$ cat src/rtl/mlp_pkg.sv
// Shared types and defaults for the MLP layer sequencer.
// States, default widths and address-width helper.
package mlp_pkg;

  typedef enum logic [2:0] {
    IDLE,
    ISSUE,
    WAIT,
    WRITE,
    DONE
  } state_t;

  localparam int A_WIDTH_D   = 8;
  localparam int B_WIDTH_D   = 8;
  localparam int ACC_WIDTH_D = 32;
  localparam int N_IN_D      = 4;
  localparam int N_OUT_D     = 3;

  function automatic int addr_w(input int n);
    return ($clog2(n) < 1) ? 1 : $clog2(n);
  endfunction

endpackage

$ cat src/rtl/mlp_sat_act.sv
// Accumulator to activation-width saturation with optional ReLU.
// Build with MLP_SEQ_RELU_EN to clamp negative outputs to zero.
module mlp_sat_act
  import mlp_pkg::*;
#(
  parameter int A_WIDTH   = A_WIDTH_D,
  parameter int ACC_WIDTH = ACC_WIDTH_D
) (
  input  logic [ACC_WIDTH-1:0] acc,
  output logic [A_WIDTH-1:0]   y
);

  localparam logic signed [ACC_WIDTH-1:0] HI =
    {{(ACC_WIDTH-A_WIDTH+1){1'b0}}, {(A_WIDTH-1){1'b1}}};
  localparam logic signed [ACC_WIDTH-1:0] LO = ~HI;

  logic [A_WIDTH-1:0] sat;

  always_comb begin
    sat = acc[A_WIDTH-1:0];
    unique case (1'b1)
      ($signed(acc) > HI): sat = {1'b0, {(A_WIDTH-1){1'b1}}};
      ($signed(acc) < LO): sat = {1'b1, {(A_WIDTH-1){1'b0}}};
      default:             sat = acc[A_WIDTH-1:0];
    endcase
  end

  always_comb begin
    y = sat;
`ifdef MLP_SEQ_RELU_EN
    if (sat[A_WIDTH-1]) y = '0;
`else
    y = sat;
`endif
  end

endmodule

$ cat src/rtl/mlp_mac_sequencer.sv
// Fully-connected layer sequencer driving a MAC start/valid port.
// Optional ReLU output stage: define MLP_SEQ_RELU_EN.
module mlp_mac_sequencer
  import mlp_pkg::*;
#(
  parameter int A_WIDTH   = A_WIDTH_D,
  parameter int B_WIDTH   = B_WIDTH_D,
  parameter int ACC_WIDTH = ACC_WIDTH_D,
  parameter int N_IN      = N_IN_D,
  parameter int N_OUT     = N_OUT_D,
  localparam int XA_W = addr_w(N_IN),
  localparam int WA_W = addr_w(N_IN * N_OUT),
  localparam int YA_W = addr_w(N_OUT)
) (
  input  logic                 clk,
  input  logic                 rst_n,
  input  logic                 start,
  output logic                 busy,
  output logic                 done,
  output logic [XA_W-1:0]      x_addr,
  input  logic [A_WIDTH-1:0]   x_rdata,
  output logic [WA_W-1:0]      w_addr,
  input  logic [B_WIDTH-1:0]   w_rdata,
  output logic                 mac_start,
  output logic                 mac_valid,
  output logic [A_WIDTH-1:0]   mac_a,
  output logic [B_WIDTH-1:0]   mac_b,
  input  logic [ACC_WIDTH-1:0] mac_result,
  output logic                 y_we,
  output logic [YA_W-1:0]      y_addr,
  output logic [A_WIDTH-1:0]   y_wdata
);

  localparam logic [XA_W-1:0] I_LAST = XA_W'(N_IN - 1);
  localparam logic [YA_W-1:0] J_LAST = YA_W'(N_OUT - 1);

  state_t state;
  state_t state_nxt;

  logic [XA_W-1:0]    i_q;
  logic [YA_W-1:0]    j_q;
  logic [WA_W-1:0]    w_q;
  logic               rd_vld;
  logic               rd_first;
  logic [A_WIDTH-1:0] act;

  always_ff @(posedge clk or negedge rst_n) begin
    if (!rst_n) state <= IDLE;
    else        state <= state_nxt;
  end

  always_comb begin
    state_nxt = state;
    busy      = 1'b0;
    done      = 1'b0;
    y_we      = 1'b0;
    unique case (state)
      IDLE: begin
        if (start) state_nxt = ISSUE;
      end
      ISSUE: begin
        busy = 1'b1;
        if (i_q == I_LAST) state_nxt = WAIT;
      end
      WAIT: begin
        busy      = 1'b1;
        state_nxt = WRITE;
      end
      WRITE: begin
        busy      = 1'b1;
        y_we      = 1'b1;
        state_nxt = (j_q == J_LAST) ? DONE : ISSUE;
      end
      DONE: begin
        done      = 1'b1;
        state_nxt = IDLE;
      end
      default: state_nxt = IDLE;
    endcase
  end

  // Weight address walks linearly, so j*N_IN+i is just a running count.
  always_ff @(posedge clk or negedge rst_n) begin
    if (!rst_n) begin
      i_q      <= '0;
      j_q      <= '0;
      w_q      <= '0;
      rd_vld   <= 1'b0;
      rd_first <= 1'b0;
    end else begin
      rd_vld   <= (state == ISSUE);
      rd_first <= (state == ISSUE) && (i_q == '0);
      unique case (state)
        IDLE: begin
          if (start) begin
            i_q <= '0;
            j_q <= '0;
            w_q <= '0;
          end
        end
        ISSUE: begin
          if (i_q != I_LAST) begin
            i_q <= i_q + 1'b1;
            w_q <= w_q + 1'b1;
          end
        end
        WRITE: begin
          if (j_q != J_LAST) begin
            j_q <= j_q + 1'b1;
            i_q <= '0;
            w_q <= w_q + 1'b1;
          end
        end
        default: ;
      endcase
    end
  end

  mlp_sat_act #(
    .A_WIDTH   (A_WIDTH),
    .ACC_WIDTH (ACC_WIDTH)
  ) u_sat (
    .acc (mac_result),
    .y   (act)
  );

  assign x_addr    = i_q;
  assign w_addr    = w_q;
  assign y_addr    = j_q;
  assign y_wdata   = y_we ? act : '0;
  assign mac_start = rd_vld & rd_first;
  assign mac_valid = rd_vld & ~rd_first;
  assign mac_a     = x_rdata;
  assign mac_b     = w_rdata;

endmodule

$ cat config.mk
export PLATFORM = sky130hd
export DESIGN_NAME = mlp_mac_sequencer
export DESIGN_NICKNAME = d
export VERILOG_FILES = /design/src/rtl/mlp_pkg.sv /design/src/rtl/mlp_sat_act.sv /design/src/rtl/mlp_mac_sequencer.sv
export SDC_FILE = /design/constraint.sdc
export NUM_CORES = 1
export LEC_CHECK = 0
export BUFFER_PORTS_ARGS = -buffer_cell sky130_fd_sc_hd__buf_4
export CORE_MARGIN = 1.5
export CORE_UTILIZATION = 40
export DETAILED_ROUTE_END_ITERATION = 16
export PLACE_DENSITY_LB_ADDON = 0.12
export REMOVE_ABC_BUFFERS = 1
export SLEW_MARGIN = 20
export SYNTH_ARGS = -nofsm -noshare
export SYNTH_HDL_FRONTEND = slang
export SYNTH_SLANG_ARGS = --single-unit
$ cat constraint.sdc
create_clock -name clk -period 2.8 [get_ports clk]
set_clock_uncertainty 0.05 [all_clocks]
set_input_delay 0.42 -clock clk [delete_from_list [all_inputs] [get_ports clk]]
set_output_delay 0.42 -clock clk [all_outputs]
set_load 0.1 [all_outputs]
==> flow_summary.ini <==
[run_status]
run_status = complete, no violations

[synthesis]
ys_async_sr_fraction_pct = 100
synthesis.area_mm2 = 0.00101
synthCells = 119
synth_top_flop_cell = dfrtp_1
synth-seq-area-share_pct = 32.3
syn_avg_cell_area_um2 = 8.46
synth_cell_types = 30
yosys.area.top_type_share_pct = 32.3
synth_edf_count = 0
synthTopCellsByArea = dfrtp_1 (32%), buf_4 (12%), a2111oi_1 (7.0%)
synth_top_cell_by_area = dfrtp_1
synth.ff_latch_count = 13
ys.warnings.count = 0

[power]
switching_share_pct = 63.6
p_switching_mw = 1.11
ir_worst_vdd_v = 0.000982
clock_power_share_pct = 6.6
p_seq_share_pct = 20.5
p_leak_nw = 0.652
powerDensity_mw_per_mm2 = 1270
pwr-share-comb_pct = 72.9
power_mw = 1.74
internal_power_uw = 634

[routing]
first_iter_violations = 18
wire_per_inst_um = 13.8
wirelength_um = 2660
dr.pass1.iters = 4
viasPerCell = 5.55
post-route-drc-count = 0
vias = 1065
antenna_left = 0

[placed_design]
place_area_mm2 = 0.00134
place_ws_ps = 69.7
place.gp.congestion = 0.707
dp.cells = 187
numPortBuffers = 55
dp_hpwl_um = 2140

[clock_network]
cts_buffers = 3
cts_tree = done
cts_max_level = 1
clk_pin_slew_ps = 80
cts_root_buf = clkbuf_4
worstSkewPairLatency_ps = 280
clock_path_buffers = 2
cts_sinks = 13

[sta]
max_slew_margin_pct = 55.1
rsz0062_at_grt = yes
setup_ws_ps = 33.3
setup_violations = 0
timing.fmax_mhz = 361
layout_min_cycle_time_ps = 2770
worst_slew_pin_slew_ps = 663
timing.final.crit_share_pct = 98.8
final_hold_viol_count = 0
final_max_slew_viol_count = 0

[worst_setup_path]
critPathRequiredTime_ps = 2330
cpMaxStageDelayCell = or4_1
arrival_ps = 2300
start_kind = primary input
worst_path_most_repeated_cell = buf_4
critPathCaptureType = primary output
critPathMaxStageDelay_ps = 520
critPathMaxFanout = 7
path_class = primary input to primary output
path_cells = buf_4 -> nand4_1 -> or4_1 -> o31a_1 -> a2111oi_1 -> buf_4

[grt]
antenna_found_initial = 0
grt.overflow.total = 0
grt_max_degree = 14
grt_pass1_wl_um = 4100
first_global_vias = 968
grt_use_total_pct = 20.0

[die]
start_util_pct = 41.4
rows = 18
die_h_um = 53.2
pin_count = 88
core_area_mm2 = 0.00243
fp.dieW_um = 53.2
die-area_mm2 = 0.00283

[cells_and_area]
fin_area_mm2 = 0.00137
drive_gt1_share_pct = 38.3
insertedDiodeCount = 0
stdcell_count = 192
finish.net_count = 218
area_delta_synth_final_pct = 36.4

[run]
drv_cap = 0

[worst_hold_path]
hp-class = primary input to async pin
==> what timing repair did <==
item,4_1_cts,5_1_grt
hold endpoints to repair,13,0
setup buffers,0,0
gates resized for setup,0,0
endpoints found under the setup margin,0,4
hold buffers,1,0
==> sequential cells by signal, indices dropped and copies added (netlist names) <==
name,cells
rd_vld,1
x_addr,2
y_addr,2
state,3
w_addr,4
rd_first,1
==> cells in the final DEF (no fill, tap or decap) <==
cell type | Yosys | layout
buf_4 | 16 | 56
nand3_1 | 1 | 1
or4_1 | 1 | 1
nor4_1 | 6 | 6
inv_1 | 12 | 12
nand2b_1 | 1 | 1
o21ai_0 | 4 | 4
nor2b_1 | 2 | 2
a21oi_1 | 4 | 4
nor4b_1 | 1 | 1
nand2_1 | 7 | 7
and3_1 | 2 | 2
dlygate4sd3_1 | 0 | 1
clkbuf_4 | 0 | 3
dfrtp_1 | 13 | 13
nor2_1 | 4 | 4
mux2_2 | 2 | 2
o31ai_1 | 2 | 2
a311oi_1 | 1 | 1
nand3b_1 | 1 | 1
clkbuf_1 | 2 | 1
nor3_1 | 8 | 8
or3_1 | 2 | 2
mux2i_1 | 1 | 1
o31a_1 | 1 | 1
or2_2 | 1 | 1
and2_1 | 3 | 3
a22o_1 | 1 | 1
o211ai_1 | 2 | 2
a2111oi_1 | 7 | 7
nand4_1 | 7 | 7
ha_1 | 4 | 4
==> power by group through the flow <==
stage          combinational, mW  clock, mW  sequential [mW]
2_1_floorplan              0.645          0            0.691
3_3_place_gp                1.25          0            0.354
3_5_place_dp                1.27          0            0.358
4_1_cts                     1.27      0.121            0.356
5_1_grt                     1.34      0.132            0.371
6_report                    1.27      0.116            0.357
==> cells in the mapped netlist, types with 3 or more instances <==
library cell and count:
nor4_1 6, buf_4 16, a2111oi_1 7, dfrtp_1 13
and2_1 3, nand4_1 7, nand2_1 7, ha_1 4
o21ai_0 4, a21oi_1 4, nor3_1 8, inv_1 12
nor2_1 4
==> per-layer routing <==
layer	GRT usage, %	up-vias	part of all wire [%]	wire length [µm]
met4	3.85	0	0.56	15
met3	11.3	3	9.6	255
met1	25.4	493	44	1160
li1	-	513	-	-
met5	7.14	-	0	0
met2	29.0	56	46	1230
==> final timing paths <==
| check | from | endpoint | slack [ps] | cells after the start |
|---|---|---|---|---|
| max | mac_result[11] | y_wdata[4] | 30 | 6 |
| min | rst_n | rd_first | 460 | 2 |
| max reg2reg | state[1] | w_addr[3] | 690 | 4 |
| min reg2reg | y_addr[0] | y_addr[0] | 480 | 1 |
| max in group asynchronous | rst_n | x_addr[1] | 2070 | 2 |
| min in group clk | y_addr[0] | y_addr[0] | 480 | 1 |
==> stage by stage <==
stage	utilization, %	TNS, ps	hold WS, ps
floorplan	-	-16600	74.4
global placement	55.0	0	224
detailed placement	55.0	0	223
CTS	56.5	0	462
global route	56.5	-120	468
finish	56.5	0	464
==> logic make-up (layout without fill, tap and decap cells) <==
| logic type | count (synthesis) | count (layout) | share of synthesized area [%] |
|---|---|---|---|
| DFF | 13 | 13 | 32.3 |
| buffers and inverters | 30 | 73 | 17.1 |
| AOI/OAI and AO/OA | 22 | 22 | 16.5 |
| and+or+nand+nor | 47 | 47 | 25.8 |
| adders and majority gates | 4 | 4 | 4.97 |
| muxes | 3 | 3 | 3.23 |
==> worst max-delay path, delay by kind of cell <==
kind,cells,cell delay [ps]
AOI/OAI and AO/OA,2,820
and+or+nand+nor,2,590
buffers and inverters,2,450
==> final cells by class <==
| cell class | count | area [µm²] |
|---|---|---|
| clock buffer | 4 | 26.3 |
| fill | 239 | 1060 |
| inverter | 12 | 45.0 |
| multi-input combinational | 76 | 509 |
| sequential | 13 | 325 |
| tap | 30 | 37.5 |
| timing repair buffer | 57 | 430 |
No activity file was read; power rests on OpenSTA's default activity.
